### src/rtl/cpu_run_ctl.sv
// cpu_run_ctl: run controller for the 8-bit stack CPU.
// Downloads code from the host link, then sequences CPU reset and clock-enable.
module cpu_run_ctl #(
  parameter int ADDR_WIDTH   = 12,
  parameter int MAX_LEN      = 512,
  parameter int RESET_CYCLES = 4
) (
  input  logic                  clock,
  input  logic                  reset,
  input  logic                  cmd_valid,
  input  logic [1:0]            cmd,
  output logic                  cmd_ready,
  input  logic                  stop_req,
  input  logic                  rx_valid,
  input  logic [7:0]            rx_data,
  output logic                  rx_ready,
  output logic                  wr_en,
  output logic [ADDR_WIDTH-1:0] wr_address,
  output logic [7:0]            wr_data,
  output logic                  cpu_reset,
  output logic                  cpu_clock_en,
  input  logic                  cpu_halt,
  output logic                  load_error,
  output logic [2:0]            state
);

  localparam int RW = (RESET_CYCLES > 1) ? $clog2(RESET_CYCLES) : 1;
  localparam logic [RW-1:0] RstLast = RW'(RESET_CYCLES - 1);
  localparam logic [12:0] MaxLen = 13'(MAX_LEN);

  typedef enum logic [2:0] {
    S_IDLE   = 3'd0,
    S_LEN_HI = 3'd1,
    S_LEN_LO = 3'd2,
    S_DATA   = 3'd3,
    S_RST    = 3'd4,
    S_RUN    = 3'd5,
    S_PAUSED = 3'd6,
    S_HALTED = 3'd7
  } state_e;

  state_e                state_q;
  logic [11:0]           len_q;
  logic [11:0]           cnt_q;
  logic [RW-1:0]         rcnt_q;
  logic                  tgt_run_q;
  logic                  step_q;
  logic                  wr_en_q;
  logic [ADDR_WIDTH-1:0] wr_address_q;
  logic [7:0]            wr_data_q;
  logic                  load_error_q;

  logic [11:0] cnt_d;
  logic [11:0] len_d;

  assign cnt_d = cnt_q + 12'd1;
  assign len_d = {len_q[11:8], rx_data};

  always_comb begin
    cmd_ready = (state_q == S_IDLE) || (state_q == S_PAUSED) ||
                (state_q == S_HALTED);
    rx_ready  = (state_q == S_LEN_HI) || (state_q == S_LEN_LO) ||
                (state_q == S_DATA);
    cpu_reset = reset || (state_q == S_IDLE) || rx_ready ||
                (state_q == S_RST);
    // A pending step pulse only ever exists while PAUSED.
    cpu_clock_en = ((state_q == S_RUN) && !cpu_halt) || step_q;
  end

  always_ff @(posedge clock or posedge reset) begin
    if (reset) begin
      state_q      <= S_IDLE;
      len_q        <= '0;
      cnt_q        <= '0;
      rcnt_q       <= '0;
      tgt_run_q    <= 1'b0;
      step_q       <= 1'b0;
      wr_en_q      <= 1'b0;
      wr_address_q <= '0;
      wr_data_q    <= '0;
      load_error_q <= 1'b0;
    end else begin
      wr_en_q <= 1'b0;
      step_q  <= 1'b0;
      unique case (state_q)
        S_IDLE, S_HALTED: begin
          if (cmd_valid) begin
            unique case (cmd)
              2'd0: begin
                state_q      <= S_LEN_HI;
                load_error_q <= 1'b0;
              end
              2'd1, 2'd2: begin
                state_q   <= S_RST;
                rcnt_q    <= RstLast;
                tgt_run_q <= ~cmd[1];
              end
              default: ;
            endcase
          end
        end
        S_PAUSED: begin
          if (cmd_valid) begin
            unique case (cmd)
              2'd0: begin
                state_q      <= S_LEN_HI;
                load_error_q <= 1'b0;
              end
              2'd1: state_q <= S_RUN;
              2'd2: step_q  <= 1'b1;
              default: ;
            endcase
          end
        end
        S_LEN_HI: begin
          if (rx_valid) begin
            len_q[11:8] <= rx_data[3:0];
            state_q     <= S_LEN_LO;
          end
        end
        S_LEN_LO: begin
          if (rx_valid) begin
            len_q   <= len_d;
            cnt_q   <= '0;
            state_q <= (len_d == 12'd0) ? S_IDLE : S_DATA;
          end
        end
        S_DATA: begin
          if (rx_valid) begin
            // Bytes past physical memory are swallowed to keep the host in sync.
            if ({1'b0, cnt_q} < MaxLen) begin
              wr_en_q      <= 1'b1;
              wr_address_q <= ADDR_WIDTH'(cnt_q);
              wr_data_q    <= rx_data;
            end else begin
              load_error_q <= 1'b1;
            end
            cnt_q <= cnt_d;
            if (cnt_d == len_q) state_q <= S_IDLE;
          end
        end
        S_RST: begin
          if (rcnt_q == '0) state_q <= tgt_run_q ? S_RUN : S_PAUSED;
          else rcnt_q <= rcnt_q - 1'b1;
        end
        S_RUN: begin
          if (cpu_halt) state_q <= S_HALTED;
          else if (stop_req) state_q <= S_PAUSED;
        end
        default: state_q <= S_IDLE;
      endcase
    end
  end

  assign wr_en      = wr_en_q;
  assign wr_address = wr_address_q;
  assign wr_data    = wr_data_q;
  assign load_error = load_error_q;
  assign state      = state_q;

endmodule
### config.mk
export PLATFORM = sky130hd
export DESIGN_NAME = cpu_run_ctl
export DESIGN_NICKNAME = d
export VERILOG_FILES = /design/src/rtl/cpu_run_ctl.sv
export SDC_FILE = /design/constraint.sdc
export NUM_CORES = 1
export LEC_CHECK = 0
export ABC_AREA = 1
export ABC_CLOCK_PERIOD_IN_PS = 2700
export BUFFER_PORTS_ARGS = -buffer_cell sky130_fd_sc_hd__clkbuf_2
export CORE_AREA = 8 8 86 88
export CTS_CLUSTER_DIAMETER = 80
export DETAILED_ROUTE_END_ITERATION = 16
export DIE_AREA = 0 0 94 96
export HOLD_SLACK_MARGIN = 0.08
export PLACE_DENSITY = 0.68
export SYNTH_ARGS = -nofsm -noshare
export SYNTH_HDL_FRONTEND = slang
export SYNTH_SLANG_ARGS = --single-unit
### constraint.sdc
create_clock -name clock -period 2.7 [get_ports clock]
set_clock_uncertainty 0.05 [all_clocks]
set_input_delay 0.27 -clock clock [delete_from_list [all_inputs] [get_ports clock]]
set_output_delay 0.27 -clock clock [all_outputs]
set_load 0.01 [all_outputs]
==> summary.md <==
| Metric | Value |
|---|---|
| Status | `finished, final reports clean` |
| Hold Slack | `98.96 ps` |
| Vias | `2476` |
| CP arrival | `2290 ps` |
| VDD IR max | `485.7 µV` |
| Final core utilization | `0.5255` |
| Post-CTS setup buffer count | `0` |
| Mux share of post-synthesis cell area | `0.008032` |
| Largest net degree at the start of global routing | `54` |
| Max_slew headroom | `0.5535` |
| Longest Clk Path Bufs | `2` |
| Cell row count | `29` |
| Final period utilization | `0.7931` |
| GR Util met2 | `0.2678` |
| Cts hold-fix bufs | `0` |
| Final Hold Vio Count | `0` |
| Xor-xnor portion of the synthesized cell area | `0.006247` |
| CTS tree | `done` |
| Routed Antenna Nets | `0` |
| Fraction of layout cells with a size suffix above 1 | `0.1639` |
| Die height | `96 µm` |
| Top cell type's share of synthesized area | `0.4730` |
| Final wirelength | `6485 µm` |
| Most Used Layer, Global Route | `met2` |
| 1st-pass router iterations | `4` |
| Lkg Pwr | `0.001632 µW` |
| Met3 usage | `0.03120` |
| Sequential share of the synthesized area | `0.4730` |
| Compound-Gate Fraction of Synth Area | `0.1062` |
| Initial antenna violation count | `0` |
| Cell mode on critical path | `nand2_1` |
| Hold Path Class | `in2async` |
| Simple-Gate Fraction of Synth Area | `0.2994` |
| Post-synthesis adder-cell area fraction | `0.02677` |
| I/O pins | `45` |
| Most frequent cells in the layout | `nand2_1, dfrtp_1, inv_1` |
| Number of global-route vias before repair | `2453` |
| Die width | `94 µm` |
| Post-Syn Area | `2804 µm²` |
| Synth Register Bits | `53` |
| Critical Path, Cell by Cell | `ha_1, nand2_1, nor2_1, nand2_1, inv_1, nand2_1, nand3_1, nand2_1, inv_1, nand2_1, nor2_1, nand2_1, nand2_2, nand2_1, nand2_1, nand2_1` |
| Slowest CP cell | `dfrtp_1` |
| Min Tclk post-route | `2141 ps` |
| Initial core utilization | `0.4600` |
| DR iter-0 viols | `128` |
| Root buffer cell | `clkbuf_8` |
| Routing usage on met1 | `0.1933` |
| GR Util All Layers | `0.1561` |
| Largest family of logic cells by synthesized area | `simple AND/OR/NAND/NOR gates` |
| Post-CTS Resized | `0` |
| Die area | `9024 µm²` |
| WL/cell | `13.18 µm` |
| Post-Syn Area per Cell | `7.640 µm²` |
| Fmax | `467.0 MHz` |
| Slew @ Worst Pin | `669.8 ps` |
| Clock transition at path regs | `110 ps` |
| Max-cap violations | `0` |
| Setup tns final | `0 ps` |
| Pwr Density | `1089 nW/µm²` |
| Cell taking the most area after synthesis | `dfrtp_1` |
| HPWL after DPL | `4918 µm` |
| Gpl congestion | `0.8946` |
| R2R cell count | `16` |
| Synth warn | `0` |
| PortBufs | `44` |
| Final Net Count | `436` |
| Setup violators final | `0` |
| Post-synth ARST share | `1.000` |
| Skew-Pair Late Insertion Delay | `320 ps` |
| Post-synth top flop | `dfrtp_1` |
| RSZ-0062 raised after global routing | `no` |
| Area grow syn2layout | `14.23%` |
| Slew Viols, Final | `0` |
| Ant diodes | `0` |
| Net count after synthesis | `389` |
| Final Power | `3487 µW` |
| Top cells by area, synth | `dfrtp_1, nand2_1, inv_1` |
| Total gr overflow | `0` |
| Commonest non-fill, non-tap cell in the layout | `nand2_1` |
| Post-synth EDFFs | `0` |
| CTS buffer count | `5` |
| CP Launch Type | `flip-flop` |
| Library cells used by synthesis | `31` |
| Crit Path Class | `reg2reg` |
| Worst Path Max Fanout | `7` |
| First-pass GRT wire length | `11410 µm` |
| CP required | `2850 ps` |
| Clock sinks | `53` |
| Vias/cell | `5.033` |
| Crit. End Element | `flip-flop` |
| CTS H-tree lvls | `2` |
| Core Region | `6096 µm²` |
| Post-Synthesis Cells | `367` |
| DRC errors left | `0` |
| Fill count | `606` |
| CP max stage delay | `460 ps` |
-- cell families (layout without fill, tap and decap cells) --
| group | count (synthesis) | in the layout |
|---|---|---|
| multiplexers | 2 | 2 |
| adder cells (fa/ha/maj) | 6 | 6 |
| flip-flops | 53 | 53 |
| AO/OA/AOI/OAI | 55 | 55 |
| buffers and inverters | 57 | 105 |
| XOR/XNOR | 2 | 2 |
| AND/OR/NAND/NOR | 192 | 192 |
-- Yosys cell counts, drive strengths merged, types with 3 or more instances --
cell type  instances
inv               49
nand3             32
nand2             96
dfrtp             53
nor3               3
o21ai             24
o22ai              8
ha                 6
buf                5
a21oi             18
nor2              49
nand4              5
-- report_power, final --
group | total (µW) | switching (µW) | internal [µW]
Combinational | 1530 | 921 | 610
Clock | 486 | 291 | 195
Sequential | 1470 | 323 | 1150
-- layer usage --
metal,vias up,routed length [µm]
li1,1279,-
met1,1148,3075
met2,42,3044
met3,7,267
met4,0,97
met5,-,0
-- metrics by stage --
stage	setup slack (ps)	std cells	instance area, µm²
floorplan	694.3	367	2804
global placement	607.2	484	3105
detailed placement	590.0	484	3105
CTS	577.5	492	3203
global route	321.3	492	3203
finish	558.6	492	3203
-- flip-flops by register name, indices dropped and copies added, names as in the netlist, 2 cells and up --
register,flops
wr_address,12
wr_data,8
state,3
rcnt_q,2
len_q,12
cnt_q,12
-- final timing paths --
kind / startpoint / end / slack, ps
worst max register to register: cnt_q[0]$_DFFE_PP0P_ / state[0]$_DFFE_PP0P_ / 560
min in group clock: cmd[1] / tgt_run_q$_DFFE_PP0P_ / 150
max in group asynchronous: reset / cnt_q[9]$_DFFE_PP0P_ / 2050
worst min register to register: wr_address[10]$_DFFE_PP0P_ / wr_address[10]$_DFFE_PP0P_ / 450
worst max-delay path: cnt_q[0]$_DFFE_PP0P_ / state[0]$_DFFE_PP0P_ / 560
worst min-delay path: reset / wr_data[0]$_DFFE_PP0P_ / 100
-- cell type report --
type                            count  area [µm²]  area share
Clock buffer                        5       68.82     0.02148
Clock inverter                      3       28.78    0.008984
Inverter                           50       187.7     0.05859
Multi-Input combinational cell    257        1252      0.3910
Sequential cell                    53        1326      0.4141
Tap cell                           77       96.34     0.03008
Timing Repair Buffer               47       242.7     0.07578
-- critical path, delay by kind of cell, from the launching register on --
family	cells	cell delay, ps
adders and majority gates	1	240
buffers and inverters	2	130
DFF	1	460
and+or+nand+nor	13	1150
Power figures use the tool's default switching activity.
